**src/rtl/loop_stack_ctrl.sv**
```systemverilog
// Nested hardware-loop controller for decode: a register stack of loop frames driving a branch-back redirect to fetch.
// Optional per-frame iteration index (ITER output) is built when LOOP_STACK_ITER_EN is defined.
module loop_stack_ctrl #(
    parameter int PC_WIDTH      = 16,
    parameter int CNT_WIDTH     = 16,
    parameter int DEPTH         = 4,
    parameter int SQUASH_CYCLES = 1
) (
    input  logic                       CLK,
    input  logic                       RESET,
    input  logic [PC_WIDTH-1:0]        PC,
    input  logic                       STALL,
    input  logic                       LOOP_COUNT,
    input  logic [CNT_WIDTH-1:0]       COUNT_VAL,
    input  logic                       START_LOOP,
    input  logic                       END_LOOP,
    input  logic                       CLR_ERR,
    output logic                       REDIRECT,
    output logic [PC_WIDTH-1:0]        REDIRECT_PC,
    output logic [$clog2(DEPTH+1)-1:0] LEVEL,
    output logic                       OVERFLOW,
    output logic                       UNDERFLOW,
    output logic [CNT_WIDTH-1:0]       ITER
);

    localparam int LW = $clog2(DEPTH+1);

    logic [PC_WIDTH-1:0]  start_q [DEPTH];
    logic [CNT_WIDTH-1:0] rem_q   [DEPTH];

    logic [LW-1:0]        level_q;
    logic [CNT_WIDTH-1:0] pending_q;
    logic [1:0]           squash_q;
    logic                 ovf_q;
    logic                 unf_q;
    logic                 redirect_p1;
    logic [PC_WIDTH-1:0]  redirect_pc_p1;

    logic [PC_WIDTH-1:0]  top_start;
    logic [CNT_WIDTH-1:0] top_rem;

    logic cmd_ok, do_end, do_start, do_count;
    logic is_empty, is_full;
    logic taken, pop, push, set_ovf, set_unf;

    // Frame i is the top of stack when level_q == i+1.
    always_comb begin
        top_start = '0;
        top_rem   = '0;
        for (int i = 0; i < DEPTH; i++) begin
            if (level_q == LW'(i + 1)) begin
                top_start = start_q[i];
                top_rem   = rem_q[i];
            end
        end
    end

    assign cmd_ok   = !STALL && (squash_q == 2'd0);
    assign do_end   = cmd_ok && END_LOOP;
    assign do_start = cmd_ok && START_LOOP && !END_LOOP;
    assign do_count = cmd_ok && LOOP_COUNT && !END_LOOP && !START_LOOP;

    assign is_empty = (level_q == '0);
    assign is_full  = (level_q == LW'(DEPTH));

    assign taken   = do_end && !is_empty && (top_rem > CNT_WIDTH'(1));
    assign pop     = do_end && !is_empty && (top_rem <= CNT_WIDTH'(1));
    assign push    = do_start && !is_full;
    assign set_ovf = do_start && is_full;
    assign set_unf = do_end && is_empty;

    // Stage p0 -> p1: control state and registered redirect
    always_ff @(posedge CLK or posedge RESET) begin
        if (RESET) begin
            level_q        <= '0;
            pending_q      <= CNT_WIDTH'(1);
            squash_q       <= 2'd0;
            ovf_q          <= 1'b0;
            unf_q          <= 1'b0;
            redirect_p1    <= 1'b0;
            redirect_pc_p1 <= '0;
        end else begin
            redirect_p1 <= taken;
            if (taken) begin
                redirect_pc_p1 <= top_start;
            end

            if (taken) begin
                squash_q <= 2'(SQUASH_CYCLES);
            end else if (squash_q != 2'd0) begin
                squash_q <= squash_q - 2'd1;
            end

            if (push) begin
                level_q <= level_q + LW'(1);
            end else if (pop) begin
                level_q <= level_q - LW'(1);
            end

            if (push) begin
                pending_q <= CNT_WIDTH'(1);
            end else if (do_count) begin
                pending_q <= COUNT_VAL;
            end

            ovf_q <= (ovf_q && !CLR_ERR) || set_ovf;
            unf_q <= (unf_q && !CLR_ERR) || set_unf;
        end
    end

`ifdef LOOP_STACK_ITER_EN
    logic [CNT_WIDTH-1:0] iter_q [DEPTH];
    logic [CNT_WIDTH-1:0] top_iter;
    logic [CNT_WIDTH-1:0] below_iter;
    logic [CNT_WIDTH-1:0] iter_p1;

    // below_iter is the frame exposed by a pop; stays 0 when popping the last frame.
    always_comb begin
        top_iter   = '0;
        below_iter = '0;
        for (int i = 0; i < DEPTH; i++) begin
            if (level_q == LW'(i + 1)) begin
                top_iter = iter_q[i];
            end
            if (level_q == LW'(i + 2)) begin
                below_iter = iter_q[i];
            end
        end
    end

    always_ff @(posedge CLK) begin
        for (int i = 0; i < DEPTH; i++) begin
            if (push && level_q == LW'(i)) begin
                iter_q[i] <= '0;
            end else if (taken && level_q == LW'(i + 1)) begin
                iter_q[i] <= iter_q[i] + CNT_WIDTH'(1);
            end
        end
    end

    always_ff @(posedge CLK or posedge RESET) begin
        if (RESET) begin
            iter_p1 <= '0;
        end else if (push) begin
            iter_p1 <= '0;
        end else if (taken) begin
            iter_p1 <= top_iter + CNT_WIDTH'(1);
        end else if (pop) begin
            iter_p1 <= below_iter;
        end
    end

    assign ITER = iter_p1;
`else
    assign ITER = '0;
`endif

    // Stack frames carry no reset; only frames below level_q are ever read.
    always_ff @(posedge CLK) begin
        for (int i = 0; i < DEPTH; i++) begin
            if (push && level_q == LW'(i)) begin
                start_q[i] <= PC + PC_WIDTH'(1);
                rem_q[i]   <= pending_q;
            end else if (taken && level_q == LW'(i + 1)) begin
                rem_q[i] <= rem_q[i] - CNT_WIDTH'(1);
            end
        end
    end

    assign REDIRECT    = redirect_p1;
    assign REDIRECT_PC = redirect_pc_p1;
    assign LEVEL       = level_q;
    assign OVERFLOW    = ovf_q;
    assign UNDERFLOW   = unf_q;

endmodule
```
**config.mk**
```make
export PLATFORM = sky130hd
export DESIGN_NAME = loop_stack_ctrl
export DESIGN_NICKNAME = d
export VERILOG_FILES = /design/src/rtl/loop_stack_ctrl.sv
export SDC_FILE = /design/constraint.sdc
export NUM_CORES = 1
export LEC_CHECK = 0
export BUFFER_PORTS_ARGS = -buffer_cell sky130_fd_sc_hd__buf_2
export CORE_UTILIZATION = 55
export DETAILED_ROUTE_END_ITERATION = 6
export MAX_ROUTING_LAYER = met4
export PLACE_DENSITY = 0.77
export SKIP_CTS_REPAIR_TIMING = 1
export SLEW_MARGIN = 25
export SYNTH_ARGS = -nofsm -noshare
export SYNTH_HDL_FRONTEND = slang
export SYNTH_SLANG_ARGS = --single-unit
export TNS_END_PERCENT = 30
```
**constraint.sdc**
```tcl
create_clock -name CLK -period 4.1 [get_ports CLK]
set_clock_uncertainty 0.15 [all_clocks]
set_input_delay 0.205 -clock CLK [delete_from_list [all_inputs] [get_ports CLK]]
set_output_delay 0.205 -clock CLK [all_outputs]
set_load 0.01 [all_outputs]
```
==> results.sh <==
export IMPL_status="finished clean"
export IMPL_wl_per_cell_um=18.25
export IMPL_die_area_mm2=0.01552
export IMPL_synth_top_area_frac=0.4652
export IMPL_ctsRootBufferMaster="clkbuf_16"
export IMPL_synth_cell_types=53
export IMPL_reg2regPathDepth=7
export IMPL_antenna_found_initial=0
export IMPL_max_slew_margin=0.4620
export IMPL_yosysMostFrequentCell="edfxtp_1"
export IMPL_die_w_um=124.6
export IMPL_worst_path_max_delay_cell="or4_4"
export IMPL_ant_nets=0
export IMPL_vias=5923
export IMPL_cts_buffers=17
export IMPL_diodes=0
export IMPL_leakagePower_nw=3.533
export IMPL_dp_cells=982
export IMPL_io_buffers=60
export IMPL_crit_required_ns=4.08
export IMPL_grt_pass1_wl_um=29780
export IMPL_holdCritPathClass="input port to flip-flop"
export IMPL_drive_gt1_frac=0.1402
export IMPL_end_kind="flip-flop"
export IMPL_synth_area_leaders="edfxtp_1, dfrtp_1, xnor2_1"
export IMPL_fp_dieH_um=124.6
export IMPL_syn2layout_area_growth_pct=14.07
export IMPL_rows=44
export IMPL_cp_max_fo=36
export IMPL_ir_drop_v=0.0003946
export IMPL_totalWireLength_um=18850
export IMPL_vias_per_cell=5.734
export IMPL_grt_max_degree=41
export IMPL_dp_hpwl_um=12490
export IMPL_core_mm2=0.01459
export IMPL_drc_errors=0
export IMPL_drt_iter0_markers=544
export IMPL_clock_path_buffers=2
export IMPL_final_hold_viol_count=0
export IMPL_clk_latency_ns=0.43
export IMPL_cp_cell_sequence="or3_4 -> or4_4 -> o31a_1 -> o41a_1 -> buf_4 -> nor2b_4 -> or2_2"
export IMPL_min_period_ns=3.336
export IMPL_period_share=0.8136
export IMPL_first_global_vias=5796
export IMPL_worst_pin_slew_ns=0.8070
export IMPL_crit_path_start_kind="flip-flop"
export IMPL_setup_violations=0
export IMPL_grt_ovfl_total=0
export IMPL_synth_top_cell_by_area="edfxtp_1"
export IMPL_path_class="flip-flop to flip-flop"
export IMPL_synthTopCellsByCount="edfxtp_1, nand2_1, nor2_1"
export IMPL_synth_edf_count=128
export IMPL_slowest_delay_ns=0.46
export IMPL_maxCapViolations=0
export IMPL_cts_num_sinks=168
export IMPL_seq_area_frac_synth=0.5865
export IMPL_cts_max_level=4
export IMPL_async_flop_share=0.2381
export IMPL_syn_inst=756
export IMPL_yosysWarnings=0
export IMPL_path_clk_slew_ns=0.07
export IMPL_first_pass_iters=6
export IMPL_synthFlopType="edfxtp_1"
export IMPL_worst_endpoint_arrival_ns=3.31
export IMPL_ys_seq_elements=168
export IMPL_syn_area_mm2=0.008263
export IMPL_cts_tree="built"
export IMPL_rsz0062_at_grt="false"
export IMPL_grt_total_usage=0.2577
export IMPL_slew_violations=0
export IMPL_fin_cells=1033
export IMPL_fmaxAchievable_ghz=0.2998
export IMPL_gp_congestion=0.8768
export IMPL_initial_utilization=0.5664
export IMPL_whs_path_depth=2
export IMPL_synth_area_per_cell_um2=10.93
export IMPL_ioPinCount=77
export IMPL_finalSetupTns_ns=0
export IMPL_nets=887
export IMPL_power_density_mw_per_mm2=558.7
==> power breakdown <==
| group | internal (W) | switching [W] | leakage (nW) |
|---|---|---|---|
| Combinational | 0.000534 | 0.000743 | 1.59 |
| Sequential | 0.00215 | 0.000287 | 1.66 |
| Clock | 0.000861 | 0.000697 | 0.281 |
| Total | 0.00354 | 0.00173 | 3.53 |
==> critical path: cells and delay by family, from the launching register on <==
family / cells / cell delay [ns]
and+or+nand+nor: 4 / 1.50
DFF: 1 / 0.44
buffers and inverters: 1 / 0.26
AOI/OAI and AO/OA: 2 / 0.68
==> flip-flops by register name (all words and copies together) (netlist names) <==
register     flops
rem_q           64
start_q         64
REDIRECT_PC     16
pending_q       16
LEVEL            3
squash_q         2
OVERFLOW         1
REDIRECT         1
UNDERFLOW        1
==> cell usage in the layout, fill, tap and decap left out, types with 3 or more instances in the layout <==
cell type,instances
dlygate4sd3_1,19
clkbuf_1,3
nor2_1,84
o31ai_1,3
inv_1,19
or3_1,8
nand2b_1,5
nand2_1,104
mux2i_1,18
buf_4,17
a21oi_1,62
or2_2,3
a22oi_1,16
a31oi_1,5
or4_1,5
dfrtp_1,39
nor3b_1,4
ha_1,12
a21oi_2,3
xnor2_1,48
o21ai_0,47
clkbuf_16,17
xor2_1,17
clkinv_4,5
nand3b_1,3
nor3_1,12
inv_8,4
nor4_1,12
conb_1,16
and3_1,4
nand3_1,9
edfxtp_1,128
buf_2,60
nand4_1,4
==> final cells by class <==
class	instances	area (µm²)
Clock buffer	20	436.7
Clock inverter	12	136.4
Fill cell	1089	5164
Inverter	19	71.32
Multi-Input combinational cell	534	3087
Sequential cell	168	4846
Tap cell	184	230.2
Timing Repair Buffer	96	618.1
==> logic make-up (layout without fill, tap and decap cells) <==
logic type / after synthesis / in the layout / synth area share
buf+inv: 69 / 147 / 0.04679
mux: 19 / 19 / 0.02362
other cells: 1 / 16 / 0.0004538
flops: 168 / 168 / 0.5865
simple gates: 271 / 271 / 0.1508
fa+ha+maj: 12 / 12 / 0.01817
xor+xnor: 65 / 65 / 0.06890
compound gates: 151 / 151 / 0.1048
==> path summary, 6_finish.rpt <==
path | start | end | slack (ns)
setup / recovery | rem_q[0][5]$_DFFE_PP_ | rem_q[0][4]$_DFFE_PP_ | 0.76
hold reg to reg | squash_q[0]$_DFFE_PP0P_ | squash_q[0]$_DFFE_PP0P_ | 0.38
hold / removal | PC[6] | start_q[3][6]$_DFFE_PP_ | 0.0002
min in group asynchronous | RESET | REDIRECT$_DFF_PP0_ | 0.32
setup reg to reg | rem_q[0][5]$_DFFE_PP_ | rem_q[0][4]$_DFFE_PP_ | 0.76
max in group asynchronous | RESET | pending_q[2]$_DFFE_PP0P_ | 3.05
==> through the flow <==
stage / utilization / hold slack (ns) / instance area [µm²] / power (W) / setup WS [ns]
after CTS: 0.6330 / -0.2214 / 9235 / 0.005272 / 0.7684
final: 0.6461 / 0.0002234 / 9425 / 0.005266 / 0.7643
after global routing: 0.6461 / 0.004366 / 9425 / 0.005532 / 0.5690
after floorplan: - / 0.1540 / 8319 / 0.003204 / 0.8254
after detailed placement: 0.5937 / 0.2425 / 8662 / 0.003717 / 0.8032
after global placement: 0.5937 / 0.2089 / 8662 / 0.003626 / 0.8407
==> per-layer routing <==
| layer | vias up | GRT usage | routed length [µm] |
|---|---|---|---|
| met1 | 2832 | 0.3138 | 7546 |
| li1 | 2813 | - | - |
| met5 | - | - | 0 |
| met4 | 0 | 0.1084 | 592 |
| met3 | 36 | 0.04553 | 1329 |
| met2 | 242 | 0.4244 | 9381 |
Note: power is estimated with default switching activity, not from simulation.
